<file path="src/rtl/mips_pkg.sv">
// Shared definitions for the multi-cycle MIPS controller and the ALU:
// ALU control codes, instruction field encodings and the controller state set.
package mips_pkg;

    // ALU control codes (shared with the ALU block)
    localparam logic [3:0] ALU_ADD = 4'b0010;
    localparam logic [3:0] ALU_SUB = 4'b0110;
    localparam logic [3:0] ALU_AND = 4'b0000;
    localparam logic [3:0] ALU_OR  = 4'b0001;
    localparam logic [3:0] ALU_XOR = 4'b1001;
    localparam logic [3:0] ALU_SLL = 4'b1010;
    localparam logic [3:0] ALU_SRL = 4'b1100;

    // Opcodes (IR[31:26])
    localparam logic [5:0] OP_RTYPE = 6'h00;
    localparam logic [5:0] OP_J     = 6'h02;
    localparam logic [5:0] OP_BEQ   = 6'h04;
    localparam logic [5:0] OP_ADDI  = 6'h08;
    localparam logic [5:0] OP_ANDI  = 6'h0C;
    localparam logic [5:0] OP_ORI   = 6'h0D;
    localparam logic [5:0] OP_XORI  = 6'h0E;
    localparam logic [5:0] OP_LW    = 6'h23;
    localparam logic [5:0] OP_SW    = 6'h2B;

    // R-type funct codes (IR[5:0])
    localparam logic [5:0] FN_SLL = 6'h00;
    localparam logic [5:0] FN_SRL = 6'h02;
    localparam logic [5:0] FN_ADD = 6'h20;
    localparam logic [5:0] FN_SUB = 6'h22;
    localparam logic [5:0] FN_AND = 6'h24;
    localparam logic [5:0] FN_OR  = 6'h25;
    localparam logic [5:0] FN_XOR = 6'h26;

    // Controller states; 4'hC..4'hF are unused encodings
    typedef enum logic [3:0] {
        S_FETCH    = 4'd0,
        S_DECODE   = 4'd1,
        S_R_EXEC   = 4'd2,
        S_R_WB     = 4'd3,
        S_I_EXEC   = 4'd4,
        S_I_WB     = 4'd5,
        S_MEM_ADDR = 4'd6,
        S_MEM_RD   = 4'd7,
        S_MEM_WB   = 4'd8,
        S_MEM_WR   = 4'd9,
        S_BRANCH   = 4'd10,
        S_JUMP     = 4'd11
    } state_t;

    // True when funct names an R-type operation the datapath supports
    function automatic logic is_rtype_funct(input logic [5:0] f);
        logic ok;
        case (f)
            FN_ADD, FN_SUB, FN_AND, FN_OR, FN_XOR, FN_SLL, FN_SRL: ok = 1'b1;
            default:                                               ok = 1'b0;
        endcase
        return ok;
    endfunction

endpackage

</file>
<file path="src/rtl/mips_mc_control_alu_op_decode.sv">
// Combinational ALU operation selector: maps controller state plus
// instruction fields onto the 4-bit ALU control code.
module alu_op_decode
    import mips_pkg::*;
(
    input  state_t     state,
    input  logic [5:0] opcode,
    input  logic [5:0] funct,
    output logic [3:0] alu_control
);

    // Select ALU operation; states that do not use the ALU drive 4'b0000
    always_comb begin
        alu_control = 4'b0000;
        case (state)
            S_FETCH, S_DECODE, S_MEM_ADDR: alu_control = ALU_ADD;
            S_BRANCH:                      alu_control = ALU_SUB;
            S_R_EXEC: begin
                case (funct)
                    FN_ADD:  alu_control = ALU_ADD;
                    FN_SUB:  alu_control = ALU_SUB;
                    FN_AND:  alu_control = ALU_AND;
                    FN_OR:   alu_control = ALU_OR;
                    FN_XOR:  alu_control = ALU_XOR;
                    FN_SLL:  alu_control = ALU_SLL;
                    FN_SRL:  alu_control = ALU_SRL;
                    default: alu_control = 4'b0000;
                endcase
            end
            S_I_EXEC: begin
                case (opcode)
                    OP_ADDI: alu_control = ALU_ADD;
                    OP_ANDI: alu_control = ALU_AND;
                    OP_ORI:  alu_control = ALU_OR;
                    OP_XORI: alu_control = ALU_XOR;
                    default: alu_control = 4'b0000;
                endcase
            end
            default: alu_control = 4'b0000;
        endcase
    end

endmodule

</file>
<file path="src/rtl/mips_mc_control.sv">
// Multi-cycle MIPS control unit. Walks each instruction through fetch,
// decode, execute, memory and writeback, driving datapath selects and
// write enables, and counts retired instructions.
module mips_mc_control
    import mips_pkg::*;
#(
    parameter int RET_CNT_W = 32
) (
    input  logic                 clk,
    input  logic                 reset,
    input  logic [5:0]           opcode,
    input  logic [5:0]           funct,
    input  logic                 zero,
    input  logic                 mem_ready,
    output logic [3:0]           alu_control,
    output logic                 alu_src_a,
    output logic [1:0]           alu_src_b,
    output logic                 iord,
    output logic                 mem_read,
    output logic                 mem_write,
    output logic                 ir_write,
    output logic                 pc_write,
    output logic                 pc_write_cond,
    output logic [1:0]           pc_source,
    output logic                 reg_write,
    output logic                 reg_dst,
    output logic                 mem_to_reg,
    output logic                 illegal_op,
    output logic [RET_CNT_W-1:0] retired,
    output logic [3:0]           state
);

    state_t               state_r;
    state_t               next_state_s;
    logic                 retire_s;
    logic [RET_CNT_W-1:0] retired_r;
    logic                 zero_unused_s;

    // Branch resolution happens in the datapath, which gates pc_write_cond with zero
    assign zero_unused_s = zero;

    // State register; reset returns to FETCH immediately
    always_ff @(posedge clk or posedge reset) begin
        if (reset) begin
            state_r <= S_FETCH;
        end else begin
            state_r <= next_state_s;
        end
    end

    // Retired-instruction counter, wraps naturally at its width
    always_ff @(posedge clk or posedge reset) begin
        if (reset) begin
            retired_r <= '0;
        end else if (retire_s) begin
            retired_r <= retired_r + {{(RET_CNT_W-1){1'b0}}, 1'b1};
        end else begin
            retired_r <= retired_r;
        end
    end

    // Next-state and control strobe decode; every strobe defaults low
    always_comb begin
        next_state_s  = S_FETCH;
        retire_s      = 1'b0;
        alu_src_a     = 1'b0;
        alu_src_b     = 2'b00;
        iord          = 1'b0;
        mem_read      = 1'b0;
        mem_write     = 1'b0;
        ir_write      = 1'b0;
        pc_write      = 1'b0;
        pc_write_cond = 1'b0;
        pc_source     = 2'b00;
        reg_write     = 1'b0;
        reg_dst       = 1'b0;
        mem_to_reg    = 1'b0;
        illegal_op    = 1'b0;
        case (state_r)
            S_FETCH: begin
                mem_read  = 1'b1;
                alu_src_b = 2'b01;
                if (mem_ready) begin
                    ir_write     = 1'b1;
                    pc_write     = 1'b1;
                    next_state_s = S_DECODE;
                end else begin
                    next_state_s = S_FETCH;
                end
            end
            S_DECODE: begin
                alu_src_b = 2'b11;
                case (opcode)
                    OP_RTYPE: begin
                        if (is_rtype_funct(funct)) begin
                            next_state_s = S_R_EXEC;
                        end else begin
                            next_state_s = S_FETCH;
                            illegal_op   = 1'b1;
                        end
                    end
                    OP_LW, OP_SW:                      next_state_s = S_MEM_ADDR;
                    OP_BEQ:                            next_state_s = S_BRANCH;
                    OP_J:                              next_state_s = S_JUMP;
                    OP_ADDI, OP_ANDI, OP_ORI, OP_XORI: next_state_s = S_I_EXEC;
                    default: begin
                        next_state_s = S_FETCH;
                        illegal_op   = 1'b1;
                    end
                endcase
            end
            S_R_EXEC: begin
                alu_src_a    = 1'b1;
                alu_src_b    = 2'b00;
                next_state_s = S_R_WB;
            end
            S_R_WB: begin
                reg_write    = 1'b1;
                reg_dst      = 1'b1;
                retire_s     = 1'b1;
                next_state_s = S_FETCH;
            end
            S_I_EXEC: begin
                alu_src_a    = 1'b1;
                alu_src_b    = 2'b10;
                next_state_s = S_I_WB;
            end
            S_I_WB: begin
                reg_write    = 1'b1;
                retire_s     = 1'b1;
                next_state_s = S_FETCH;
            end
            S_MEM_ADDR: begin
                alu_src_a = 1'b1;
                alu_src_b = 2'b10;
                if (opcode == OP_LW) begin
                    next_state_s = S_MEM_RD;
                end else begin
                    next_state_s = S_MEM_WR;
                end
            end
            S_MEM_RD: begin
                mem_read = 1'b1;
                iord     = 1'b1;
                if (mem_ready) begin
                    next_state_s = S_MEM_WB;
                end else begin
                    next_state_s = S_MEM_RD;
                end
            end
            S_MEM_WB: begin
                reg_write    = 1'b1;
                mem_to_reg   = 1'b1;
                retire_s     = 1'b1;
                next_state_s = S_FETCH;
            end
            S_MEM_WR: begin
                mem_write = 1'b1;
                iord      = 1'b1;
                if (mem_ready) begin
                    retire_s     = 1'b1;
                    next_state_s = S_FETCH;
                end else begin
                    next_state_s = S_MEM_WR;
                end
            end
            S_BRANCH: begin
                alu_src_a     = 1'b1;
                alu_src_b     = 2'b00;
                pc_write_cond = 1'b1;
                pc_source     = 2'b01;
                retire_s      = 1'b1;
                next_state_s  = S_FETCH;
            end
            S_JUMP: begin
                pc_write     = 1'b1;
                pc_source    = 2'b10;
                retire_s     = 1'b1;
                next_state_s = S_FETCH;
            end
            default: begin
                next_state_s = S_FETCH;
            end
        endcase
    end

    alu_op_decode u_alu_op_decode (
        .state       (state_r),
        .opcode      (opcode),
        .funct       (funct),
        .alu_control (alu_control)
    );

    assign retired = retired_r;
    assign state   = state_r;

endmodule

</file>
<file path="config.mk">
export PLATFORM = sky130hd
export DESIGN_NAME = mips_mc_control
export DESIGN_NICKNAME = d
export VERILOG_FILES = /design/src/rtl/mips_pkg.sv /design/src/rtl/mips_mc_control_alu_op_decode.sv /design/src/rtl/mips_mc_control.sv
export SDC_FILE = /design/constraint.sdc
export NUM_CORES = 1
export LEC_CHECK = 0
export BUFFER_PORTS_ARGS = -buffer_cell sky130_fd_sc_hd__buf_2
export CORE_AREA = 2 2 69 71
export DETAILED_ROUTE_END_ITERATION = 8
export DIE_AREA = 0 0 71 73
export HOLD_SLACK_MARGIN = 0.15
export PLACE_DENSITY = 0.78
export SYNTH_ARGS = -nofsm -noshare
export SYNTH_HDL_FRONTEND = slang
export SYNTH_HIERARCHICAL = 1
export SYNTH_SLANG_ARGS = --single-unit
</file>
<file path="constraint.sdc">
create_clock -name clk -period 5.5 [get_ports clk]
set_input_delay 0.275 -clock clk [delete_from_list [all_inputs] [get_ports clk]]
set_output_delay 0.275 -clock clk [all_outputs]
set_load 0.02 [all_outputs]
</file>
# Word-level counts from Yosys, hierarchy flattened
# Cells that the tools add are included.
[totals]
elab_cells = 72
input_bits = 16
register_bits = 36
out_inout_bits = 55
[op_classes]
eq_ne = 25
add_sub_neg = 1
mux = 30
n_reduce_logical = 14
[ops]
columns = ["cell", "count"]
rows = [
  ["6-bit equality test, second input constant", 7],
  ["32-bit by 1-bit adder with 32-bit output, second input constant", 1],
  ["4-bit one-hot mux with 7 select lines", 1],
  ["6-bit by 4-bit equality test with 1-bit output, second input constant", 4],
  ["4-bit one-hot mux with 6 select lines", 1],
  ["4-bit one-hot mux with 5 select lines", 1],
  ["4-bit by 3-bit equality test with 1-bit output, second input constant", 4],
  ["4-bit equality test, second input constant", 4],
  ["1-bit 2-to-1 mux", 16],
  ["4-bit one-hot mux with 4 select lines", 1],
  ["6-bit by 2-bit equality test with 1-bit output, second input constant", 2],
  ["6-bit zero test", 2],
  ["4-bit 2-to-1 mux", 3],
  ["4-bit one-hot mux with 3 select lines", 1],
  ["4-bit by 2-bit equality test with 1-bit output, second input constant", 2],
  ["2-bit OR reduction", 4],
  ["4-bit OR reduction", 2],
  ["8-bit OR reduction", 1],
  ["7-bit OR reduction", 1],
  ["6-bit by 3-bit equality test with 1-bit output, second input constant", 1],
  ["1-bit one-hot mux with 2 select lines", 3],
  ["2-bit one-hot mux with 3 select lines", 1],
  ["3-bit OR reduction", 2],
  ["5-bit OR reduction", 1],
  ["other kinds (4)", 4],
]

# Logic depth before layout (Yosys ltp)
[logic_depth]
depth_word = 8
depth_mapped = 7
ltp_nobuf = 5

# Modules after synthesis
# Netlist, hierarchy kept.
[by_module_without_submodules]
columns = ["mod", "seq_area_each_um2", "area_each_um2", "instances", "cells_per_inst"]
rows = [
  ["mips_mc_control", 900.9, 1971.9, 1, 204],
  ["alu_op_decode", 0.0, 192.7, 1, 26],
]

# Worst setup path before layout
# Ideal clock, no wire load.
[synth_path]
path_kind = "flip-flop to flip-flop"
from = "reg state_r[3] (netlist: state[3])"
to = "reg retired_r[31] (netlist: retired[31])"
slack_ps = 3109
setup_ps = 129
t_arrival_ps = 2262
path_stages_with_launch = 7
required_time_ps = 5371
synth_period_minus_slack_ps = 2391
path_buffers = 1
path_cell_list = "dfrtp_1 > nand2b_1 > o211a_4 > or3_4 > buf_6 > or4_4 > xnor2_2"
[synth_via]
elab_chain_len = 3
word_cells_on_any_way = 8
classes_between = "eq/ne (6); mux (1); reduce/logical (1)"
[synth_lines]
columns = ["item", "line_no", "source"]
rows = [
  ["start: declaration", "mips_mc_control.sv:33", "state_t state_r;"],
  ["start signal: assignment", "mips_mc_control.sv:47", "state_r <= next_state_s;"],
  ["4-bit equality test, or another cell as far along", "mips_mc_control.sv:79", "case (state_r)"],
  ["5-bit OR reduction (no line)", "-", ""],
  ["1-bit one-hot mux with 2 select lines (*)", "mips_mc_control.sv:79", ""],
  ["end signal: assignment", "mips_mc_control.sv:56", "retired_r <= retired_r + {{(RET_CNT_W-1){1'b0}}, 1'b1};"],
  ["end signal: assignment", "mips_mc_control.sv:58", "retired_r <= retired_r;"],
  ["end: declaration", "mips_mc_control.sv:36", "logic [RET_CNT_W-1:0] retired_r;"],
]
# Every way passes the cells marked *; elsewhere a longest branch is shown, timed or not.
# A chain may end at the register's enable or synchronous reset.

# Final worst setup path
[layout_path]
from = "reg state_r[3] (netlist: state[3])"
to = "reg retired_r[29] (netlist: retired[29])"
# The elaborated chain is that of the path after synthesis.

==> flow_summary.json <==
{
  "place_inst": 347,
  "core_area_mm2": 0.00454,
  "routedWlPerCell_um": 13.5,
  "clock-sinks": 36,
  "synth.avg_cell_area_um2": 9.41,
  "vdd_ir_drop_max_v": 0.000167,
  "maxCapViolCount": 0,
  "drtPass1Iterations": 4,
  "stdcell_count": 356,
  "synth.top_cell.area_share_pct": 41.6,
  "viasPerCell": 5.48,
  "synthTopCellsByCount": "dfrtp_1, nor2_1, nand2_1",
  "io_buffers": 69,
  "synthTopCellsByArea": "dfrtp_1, xnor2_1, xor2_1",
  "skew_ns": 0.00769,
  "required_ns": 5.67,
  "antenna_left": 0,
  "num_rows": 25,
  "antenna_cells": 0,
  "yosys_warnings": 6,
  "cts_buffers": 5,
  "hp-class": "in -> reg",
  "synth_edf_count": 0,
  "cellPowerDensity_mw_per_mm2": 290,
  "synth_ff_type": "dfrtp_1",
  "cp-start-kind": "flip-flop",
  "clk_pin_slew_ns": 0.07,
  "utilization_pct": 58.2,
  "fillers": 393,
  "syn_nets": 247,
  "relSlewSlack_pct": 38.5,
  "period_minus_slack_ns": 2.76,
  "end_kind": "flip-flop",
  "drt_iter0_markers": 116,
  "dieArea_mm2": 0.00518,
  "final_hold_viol_count": 0,
  "grt_max_degree": 37,
  "cts_tree": "yes",
  "multi_input_area_mm2": 0.00118,
  "syn_inst": 230,
  "path_max_fanout": 21,
  "ys_seq_area_share_pct": 41.6,
  "slew_viol_final": 0,
  "cts_root_buf": "clkbuf_8",
  "routed_wl_um": 4790,
  "synth.most_common_cell": "dfrtp_1",
  "grt-ovfl-total": 0,
  "place_congestion": 0.788,
  "fp.dieW_um": 71,
  "vias": 1951,
  "seq_area_um2": 901,
  "fmax_ghz": 0.363,
  "clock_path_buffers": 2,
  "layout-area-overhead-vs-synth_pct": 22.0,
  "synth_cell_types": 53,
  "io_pins": 71,
  "cp.arrival_ns": 2.93,
  "start_util_pct": 47.7,
  "cts.htree.levels": 2,
  "grt_setup_unrepaired": "no",
  "grt_pass1_vias": 1764,
  "leakagePower_nw": 1.17,
  "synth.largest_area_cell": "dfrtp_1",
  "worst-setup-path-type": "reg -> reg",
  "syn_area_mm2": 0.00216,
  "final_layout_size_suffix_gt1_share_pct": 28.8,
  "grtUsageTotal_pct": 18.9,
  "fp.dieH_um": 73,
  "ys_ff_latch": 36,
  "final_nets": 318,
  "tightest_slew_ns": 0.915,
  "ys_async_sr_fraction_pct": 100,
  "hpwlAfterDp_um": 3500,
  "finalSetupTns_ns": 0,
  "grt_pass1_wl_um": 7830,
  "outcome": "finished, final reports clean",
  "setup_viol": 0,
  "antenna_found_initial": 0,
  "timing.final.crit_share_pct": 50.2,
  "clk_latency_ns": 0.29,
  "drc_errors": 0
}
timing repair:
| action | 4_1_cts | 5_1_grt |
|---|---|---|
| gates resized for setup | 0 | 0 |
| hold buffers | 1 | 0 |
| buffers inserted | 0 | 0 |
| endpoints found under the hold margin | 36 | 0 |
metrics by stage:
step | instance area (µm²) | total power (W) | hold WS, ns | setup WS [ns]
finish | 2640 | 0.000764 | 0.259 | 2.74
global route | 2640 | 0.000804 | 0.268 | 2.52
CTS | 2640 | 0.000770 | 0.256 | 2.74
detailed placement | 2540 | 0.000579 | 0.397 | 2.78
global placement | 2540 | 0.000576 | 0.395 | 2.75
floorplan | 2160 | 0.000504 | 0.383 | 3.11
layout make-up:
class                           count  share of cell area, %
Clock buffer                        8                   3.41
Inverter                           10                   1.42
Multi-Input combinational cell    177                   44.7
Sequential cell                    36                   34.1
Tap cell                           54                   2.56
Timing Repair Buffer               71                   13.7
flip-flops by register name (all words and copies together), names as in the netlist:
name,flops
state,4
retired,32
report_power, final:
group / switching (W) / internal (W) / total [W] / leakage [nW]
sequential: 0.0000554 / 0.000285 / 0.000341 / 0.435
combinational: 0.000142 / 0.0000920 / 0.000234 / 0.685
clock: 0.0000878 / 0.000102 / 0.000190 / 0.0455
final timing paths:
kind                       slack [ns]          end  cells after the start        start
hold / removal                   0.26     state[0]                      2    mem_ready
setup reg to reg                 2.74  retired[29]                      5     state[3]
hold reg to reg                  0.49  retired[17]                      1  retired[17]
max in group asynchronous        4.56     state[2]                      4        reset
setup / recovery                 2.74  retired[29]                      5     state[3]
min in group asynchronous        0.62  retired[19]                      4        reset
cells in the final DEF, fill, tap and decap left out, types with 2 or more instances in the layout:
cell type | netlist | layout
nand4_1 | 7 | 7
dfrtp_1 | 36 | 36
nand3b_1 | 2 | 2
nor4_1 | 4 | 4
and3_1 | 5 | 5
and4_1 | 3 | 3
clkbuf_1 | 4 | 2
a31oi_1 | 2 | 2
nand2_1 | 19 | 19
nor2b_1 | 2 | 2
nand2b_1 | 3 | 3
nand3_1 | 18 | 18
o21ai_0 | 4 | 4
inv_1 | 10 | 10
clkbuf_8 | 0 | 6
xnor2_1 | 17 | 17
o21bai_1 | 2 | 2
buf_2 | 0 | 69
xor2_1 | 17 | 17
nor3_1 | 12 | 12
o32ai_1 | 2 | 2
or4_1 | 2 | 2
o21a_1 | 2 | 2
a21oi_1 | 3 | 3
nor2_1 | 23 | 23
metal layers:
metal  routed length (µm)  GRT usage (%)  vias up  part of all wire (%)
met1                 2160           23.3      923                    45
met2                 2400           32.9       56                    50
met5                    0              0        -                     0
met3                  181           3.18        6                   3.8
li1                     -              -      966                     -
met4                   53           7.55        0                   1.1
critical path, cell delays in order, from the launching register on:
cell and delay, ns:
dfrtp_1 0.77, nand2b_1 0.33, o211a_4 0.35, nor4_1 0.80, nand4_1 0.22, xnor2_1 0.17
cells by family after synthesis:
family	share of synthesized area, %
and+or+nand+nor	29.5
DFF	41.6
xor gates and xnor gates	14.5
AOI/OAI and AO/OA	9.48
buffers and inverters	3.82
adders and majority gates	1.04
Power figures use the tool's default switching activity.
